File: src/rtl/add_round_key_nb.sv
// add_round_key_nb
//   Walks an NB-column AES-style state held in a dual-port RAM and XORs
//   every byte with the matching byte of round key n, fetched one column at
//   a time from a round-key RAM. Only bits [7:0] of each state element carry
//   data; bits [DW-1:8] are written back as zero.
//
//   Column schedule (4 cycles per column, one CHK entry per column):
//     CHK  : read rows 0/1 and the key column
//     RD_A : capture rows 0/1 + key, read rows 2/3
//     WR_A : write rows 0/1 while rows 2/3 arrive on q0/q1 and get captured
//     WR_B : write rows 2/3, advance to the next column
//   RD_B is kept in the encoding but the loop never enters it: its capture
//   is folded into WR_A so that both RAM ports are busy every cycle of a
//   column. This gives ap_done exactly 1+4*NB cycles after start is taken.
//
//   Optional build macro: ADD_ROUND_KEY_LOCK_EN adds the working_key port and
//   the LOCK_KEY parameter. A working_key different from LOCK_KEY folds
//   working_key[7:0] into every written byte and flips the key column index
//   with working_key[8].
//
// Ports
//   ap_clk, ap_rst_n             clock, synchronous active-low reset
//   ap_start/done/idle/ready     block-level handshake (done/ready pulse)
//   n                            round index, sampled when start is taken
//   statemt_*0 / statemt_*1      dual-port state RAM, 1-cycle read latency
//   key_address/key_ce/key_q     round-key RAM, key_q = {row3,row2,row1,row0}
//   ap_err                       one-cycle pulse for an out-of-range n
//   working_key                  (ADD_ROUND_KEY_LOCK_EN only) unlock word
module add_round_key_nb #(
  parameter int NB         = 4,
  parameter int DW         = 32,
  parameter int MAX_ROUNDS = 14,
`ifdef ADD_ROUND_KEY_LOCK_EN
  parameter logic [15:0] LOCK_KEY = 16'h5A3C,
`endif
  localparam int SAW = $clog2(4 * NB),
  localparam int KAW = $clog2((MAX_ROUNDS + 1) * NB)
) (
  input  logic           ap_clk,
  input  logic           ap_rst_n,
  input  logic           ap_start,
  output logic           ap_done,
  output logic           ap_idle,
  output logic           ap_ready,
  input  logic [3:0]     n,
  output logic [SAW-1:0] statemt_address0,
  output logic           statemt_ce0,
  output logic           statemt_we0,
  output logic [DW-1:0]  statemt_d0,
  input  logic [DW-1:0]  statemt_q0,
  output logic [SAW-1:0] statemt_address1,
  output logic           statemt_ce1,
  output logic           statemt_we1,
  output logic [DW-1:0]  statemt_d1,
  input  logic [DW-1:0]  statemt_q1,
  output logic [KAW-1:0] key_address,
  output logic           key_ce,
  input  logic [31:0]    key_q,
  output logic           ap_err
`ifdef ADD_ROUND_KEY_LOCK_EN
  ,
  input  logic [15:0]    working_key
`endif
);

  localparam int CW = $clog2(NB + 1);
  localparam logic [CW-1:0] LAST_COL = CW'(NB);

  typedef enum logic [2:0] {
    S_IDLE,
    S_CHK,
    S_RD_A,
    S_RD_B,
    S_WR_A,
    S_WR_B
  } state_t;

  state_t          state_q, state_d;
  logic [CW-1:0]   col_q, col_d;
  logic [3:0]      n_r_q, n_r_d;
  logic [7:0]      elem0_q, elem0_d;
  logic [7:0]      elem1_q, elem1_d;
  logic [7:0]      elem2_q, elem2_d;
  logic [7:0]      elem3_q, elem3_d;
  logic [31:0]     key_word_q, key_word_d;

  logic [7:0]      xor_extra;
  logic            col_flip;
  logic [CW-1:0]   key_col;
  logic [31:0]     col_base;

  // Upper bits of the read data never reach the output.
  logic            unused_q_hi;
  assign unused_q_hi = ^{statemt_q0[DW-1:8], statemt_q1[DW-1:8]};

`ifdef ADD_ROUND_KEY_LOCK_EN
  // A wrong working key silently corrupts the result instead of stalling.
  logic lock_miss;
  assign lock_miss = (working_key != LOCK_KEY);
  assign xor_extra = lock_miss ? working_key[7:0] : 8'h00;
  assign col_flip  = lock_miss & working_key[8];
`else
  assign xor_extra = 8'h00;
  assign col_flip  = 1'b0;
`endif

  assign key_col  = col_q ^ {{(CW-1){1'b0}}, col_flip};
  assign col_base = 32'(col_q) * 32'd4;

  function automatic logic [DW-1:0] mix(input logic [7:0] elem,
                                        input logic [7:0] kb,
                                        input logic [7:0] extra);
    return {{(DW-8){1'b0}}, elem ^ kb ^ extra};
  endfunction

  always_ff @(posedge ap_clk) begin
    if (!ap_rst_n) begin
      state_q    <= S_IDLE;
      col_q      <= '0;
      n_r_q      <= '0;
      elem0_q    <= '0;
      elem1_q    <= '0;
      elem2_q    <= '0;
      elem3_q    <= '0;
      key_word_q <= '0;
    end else begin
      state_q    <= state_d;
      col_q      <= col_d;
      n_r_q      <= n_r_d;
      elem0_q    <= elem0_d;
      elem1_q    <= elem1_d;
      elem2_q    <= elem2_d;
      elem3_q    <= elem3_d;
      key_word_q <= key_word_d;
    end
  end

  always_comb begin
    state_d          = state_q;
    col_d            = col_q;
    n_r_d            = n_r_q;
    elem0_d          = elem0_q;
    elem1_d          = elem1_q;
    elem2_d          = elem2_q;
    elem3_d          = elem3_q;
    key_word_d       = key_word_q;
    ap_done          = 1'b0;
    ap_idle          = 1'b0;
    ap_ready         = 1'b0;
    ap_err           = 1'b0;
    statemt_address0 = '0;
    statemt_address1 = '0;
    statemt_ce0      = 1'b0;
    statemt_ce1      = 1'b0;
    statemt_we0      = 1'b0;
    statemt_we1      = 1'b0;
    statemt_d0       = '0;
    statemt_d1       = '0;
    key_address      = '0;
    key_ce           = 1'b0;

    case (state_q)
      S_IDLE: begin
        ap_idle = 1'b1;
        if (ap_start) begin
          n_r_d   = n;
          col_d   = '0;
          state_d = S_CHK;
        end
      end

      S_CHK: begin
        if (32'(n_r_q) > MAX_ROUNDS) begin
          ap_err   = 1'b1;
          ap_done  = 1'b1;
          ap_ready = 1'b1;
          state_d  = S_IDLE;
        end else if (col_q == LAST_COL) begin
          ap_done  = 1'b1;
          ap_ready = 1'b1;
          state_d  = S_IDLE;
        end else begin
          statemt_ce0      = 1'b1;
          statemt_ce1      = 1'b1;
          statemt_address0 = SAW'(col_base);
          statemt_address1 = SAW'(col_base + 32'd1);
          key_ce           = 1'b1;
          key_address      = KAW'(32'(n_r_q) * 32'(NB) + 32'(key_col));
          state_d          = S_RD_A;
        end
      end

      S_RD_A: begin
        elem0_d          = statemt_q0[7:0];
        elem1_d          = statemt_q1[7:0];
        key_word_d       = key_q;
        statemt_ce0      = 1'b1;
        statemt_ce1      = 1'b1;
        statemt_address0 = SAW'(col_base + 32'd2);
        statemt_address1 = SAW'(col_base + 32'd3);
        state_d          = S_WR_A;
      end

      S_WR_A: begin
        // Rows 2/3 read in RD_A are on q0/q1 now; grab them while writing 0/1.
        elem2_d          = statemt_q0[7:0];
        elem3_d          = statemt_q1[7:0];
        statemt_ce0      = 1'b1;
        statemt_ce1      = 1'b1;
        statemt_we0      = 1'b1;
        statemt_we1      = 1'b1;
        statemt_address0 = SAW'(col_base);
        statemt_address1 = SAW'(col_base + 32'd1);
        statemt_d0       = mix(elem0_q, key_word_q[7:0], xor_extra);
        statemt_d1       = mix(elem1_q, key_word_q[15:8], xor_extra);
        state_d          = S_WR_B;
      end

      S_WR_B: begin
        statemt_ce0      = 1'b1;
        statemt_ce1      = 1'b1;
        statemt_we0      = 1'b1;
        statemt_we1      = 1'b1;
        statemt_address0 = SAW'(col_base + 32'd2);
        statemt_address1 = SAW'(col_base + 32'd3);
        statemt_d0       = mix(elem2_q, key_word_q[23:16], xor_extra);
        statemt_d1       = mix(elem3_q, key_word_q[31:24], xor_extra);
        col_d            = col_q + CW'(1);
        state_d          = S_CHK;
      end

      // Not on the column path; fall back to a clean idle if ever reached.
      S_RD_B:  state_d = S_IDLE;
      default: state_d = S_IDLE;
    endcase
  end

endmodule
File: config.mk
export PLATFORM = sky130hd
export DESIGN_NAME = add_round_key_nb
export DESIGN_NICKNAME = d
export VERILOG_FILES = /design/src/rtl/add_round_key_nb.sv
export SDC_FILE = /design/constraint.sdc
export NUM_CORES = 1
export LEC_CHECK = 0
export CAP_MARGIN = 20
export CELL_PAD_IN_SITES_DETAIL_PLACEMENT = 0
export CELL_PAD_IN_SITES_GLOBAL_PLACEMENT = 1
export CORE_ASPECT_RATIO = 0.8
export CORE_MARGIN = 2
export CORE_UTILIZATION = 27
export DETAILED_ROUTE_END_ITERATION = 10
export PLACE_DENSITY_LB_ADDON = 0.15
export SLEW_MARGIN = 20
export SYNTH_ARGS = -nofsm -noshare
export SYNTH_HDL_FRONTEND = slang
export SYNTH_SLANG_ARGS = --single-unit
File: constraint.sdc
create_clock -name ap_clk -period 2 [get_ports ap_clk]
set_clock_uncertainty 0.05 [all_clocks]
set_input_delay 0.4 -clock ap_clk [delete_from_list [all_inputs] [get_ports ap_clk]]
set_output_delay 0.4 -clock ap_clk [all_outputs]
set_load 0.02 [all_outputs]
==> flow_summary.json <==
{
  "status": "finished, violations left",
  "violations": "DRC, setup timing",
  "antenna_found_initial": 1,
  "report.power.total_uw": 3730,
  "syn-cell-area_sq_um": 4000,
  "startpoint_type": "register",
  "htree_levels": 3,
  "cts.clk_slew.worst_paths_ns": 0.05,
  "synth_mux_area_frac": 0.130,
  "yosys_warnings": 0,
  "final_max_slew_viol_count": 0,
  "holdCritPathClass": "reg2reg",
  "holdBufCountCts": 0,
  "port_buffers": 92,
  "r2r_cells": 5,
  "arrival_ns": 1.80,
  "crit_start": "col_q[1]$_SDFFE_PN0P_",
  "rsz0062_at_grt": "true",
  "grt-ovfl-total": 0,
  "rr_endpoint": "key_word_q[10]$_SDFFE_PN0N_",
  "crit_fanout": 4,
  "ant_nets": 0,
  "end_kind": "output port",
  "clockRootBuffer": "clkbuf_16",
  "placed_cell_area_sq_um": 5090,
  "clock_path_buffers": 2,
  "crit_chain": "inv_2 -> ha_4 -> and2_4 -> or4_4 -> a21oi_4 -> buf_6",
  "fp-row-count": 39,
  "grt_pass1_wl_microns": 15400,
  "synthTopCellsByArea": "dfxtp_1 37%, mux2i_1 13%, buf_4 11%",
  "grt_pass1_vias": 2930,
  "final_area_sq_um": 5640,
  "final_common_cell": "dfxtp_1",
  "slew-limit-headroom": 0.578,
  "die_w_microns": 140,
  "die_y_microns": 113,
  "routabilityCongestion": 0.722,
  "r2r_setup_slack_ns": 0.22,
  "layout_common_cells": "70 x dfxtp_1, 53 x clkdlybuf4s50_1, 52 x mux2i_1, 52 x nor2b_1, 50 x buf_4",
  "yosys_register_bits": 74,
  "routedWlPerCell_microns": 13.8,
  "areaGrowthSynthToFinish_pct": 41.2,
  "vias": 2974,
  "max-cap-violations": 0,
  "power.density_nw_per_um2": 662,
  "whs_ns": 0.414,
  "synth-simple-area-share": 0.187,
  "path_depth": 6,
  "r2r-start": "state_q[0]$_SDFFE_PN0P_",
  "insertion_delay_ns": 0.33,
  "dr.first_iter.drc_count": 153,
  "viasPerCell": 4.09,
  "layout.nets": 648,
  "total_leakage_power_uw": 0.00219,
  "yosysTopAreaCell": "dfxtp_1",
  "layout_min_cycle_time_ns": 2.25,
  "numCtsBuffers": 9,
  "crit_required_ns": 1.55,
  "fin_cells": 727,
  "initial_core_util": 0.278,
  "synthAdderAreaFrac": 0.0125,
  "final_core_util": 0.392,
  "crit_type": "reg2out",
  "seq_area_frac_synth": 0.371,
  "path_delay_family": "simple AND/OR/NAND/NOR gates",
  "drc": 24,
  "fin_crit_sh": 1.12,
  "placedCellCount": 706,
  "netlist.area_leader.share": 0.371,
  "synth_top_family_by_area": "simple AND/OR/NAND/NOR gates",
  "cts_sinks": 74,
  "cp_slowest_cell": "or4_4",
  "critPathMaxStageDelay_ns": 0.47,
  "synth_xor_area_frac": 0.0789,
  "drt_wl_total_microns": 10000,
  "fp.coreArea_sq_um": 14400,
  "die_area_sq_um": 15800,
  "ir_drop_uv": 517,
  "syn_inst": 426,
  "max_freq_ghz": 0.445,
  "path_buf_inv": 2,
  "fin_ws_ns": -0.247,
  "ios": 190,
  "firstDrtPassIters": 9,
  "finalHoldViolations": 0,
  "finalSetupViolCount": 16,
  "gr-usage-all-layers": 0.128,
  "tightest_slew_ns": 0.633,
  "endpoint": "statemt_address0[2]",
  "drive_gt1_frac": 0.264,
  "dp_hpwl_microns": 6760,
  "syn_avg_cell_area_sq_um": 9.38,
  "synth.distinct_cells": 36,
  "grt_max_degree": 41,
  "cts_tree": "yes",
  "synth-compound-area-share": 0.0705
}
## state kept, by name (all words and copies together), names as in the netlist
signal,flops
key_word_q,32
elem3_q,8
col_q,3
elem1_q,8
elem0_q,8
elem2_q,8
n_r_q,4
state_q,3
## logic make-up (layout without fill, tap and decap cells)
family | after synthesis | count (layout)
compound gates | 39 | 39
xor+xnor | 36 | 36
fa+ha+maj | 4 | 4
buf+inv | 85 | 153
flops | 74 | 74
mux | 52 | 52
other cells | 1 | 50
simple gates | 135 | 135
## layer usage
| metal | vias to the layer above | global-route usage | routed length (microns) |
|---|---|---|---|
| li1 | 1519 | - | - |
| met1 | 1360 | 0.171 | 4920 |
| met2 | 85 | 0.190 | 4340 |
| met3 | 10 | 0.0546 | 662 |
| met4 | 0 | 0.0323 | 109 |
| met5 | - | 0 | 0 |
## synthesized netlist by cell type
master,number
nor3_1,1
clkbuf_1,13
nor4_1,3
buf_4,56
mux2i_1,52
and3_1,1
and2_1,5
o22ai_1,2
nor2b_1,52
nand4_1,1
a21o_2,1
nand4b_1,1
ha_1,4
a211oi_1,16
nor2_1,18
or3b_1,2
a21boi_0,11
xnor2_1,18
dfxtp_1,74
nor3b_2,1
nand2_1,40
nand3_1,1
a21boi_1,5
nor3_4,1
and4_4,1
inv_2,1
inv_1,3
xor2_1,18
nor3b_1,3
nor4b_4,1
conb_1,1
nand2b_1,2
buf_2,4
a21oi_1,4
buf_6,8
or4_1,1
## through the flow
stage                     setup TNS (ns)  setup slack, ns
after CTS                          -2.65           -0.274
after floorplan                   -0.637           -0.119
after global routing               -3.44           -0.312
after detailed placement           -8.54           -0.468
after global placement             -7.99           -0.444
final                              -2.32           -0.247
## power by group
| part | switching (uW) | internal [uW] | total, uW |
|---|---|---|---|
| combinational | 387 | 355 | 743 |
| sequential | 35.2 | 1530 | 1560 |
| clock | 583 | 843 | 1430 |
## timing repair
action                                  in CTS  in global routing
cloned                                       1                  1
setup buffers                                5                  2
pin swaps                                    7                  6
endpoints found under the setup margin      38                 34
gates resized for setup                    228                 40
## area by class of cell
type	instances	area [sq um]
clock buffer	11	243
tap	184	230
timing repair buffer	137	1300
clock inverter	1	5.00
inverter	4	17.5
fill	1468	8750
antenna	1	2.50
multi-input combinational	315	2360
sequential	74	1490
## worst min-delay path by stage
stage	startpoint	to	depth (start not counted)
finish	elem3_q[6]$_SDFFE_PN0P_	elem3_q[6]$_SDFFE_PN0P_	2
global route	elem2_q[1]$_SDFFE_PN0P_	elem2_q[1]$_SDFFE_PN0P_	2
CTS	elem3_q[6]$_SDFFE_PN0P_	elem3_q[6]$_SDFFE_PN0P_	2
detailed placement	elem3_q[6]$_SDFFE_PN0P_	elem3_q[6]$_SDFFE_PN0P_	2
global placement	elem2_q[1]$_SDFFE_PN0P_	elem2_q[1]$_SDFFE_PN0P_	2
floorplan	elem2_q[0]$_SDFFE_PN0P_	elem2_q[0]$_SDFFE_PN0P_	2
## tightest hold or removal path: stages, from the launching register on
cell and delay, ns:
dfxtp_1 0.31, nand2_1 0.05, a21boi_1 0.05
No activity file was read; power rests on OpenSTA's default activity.
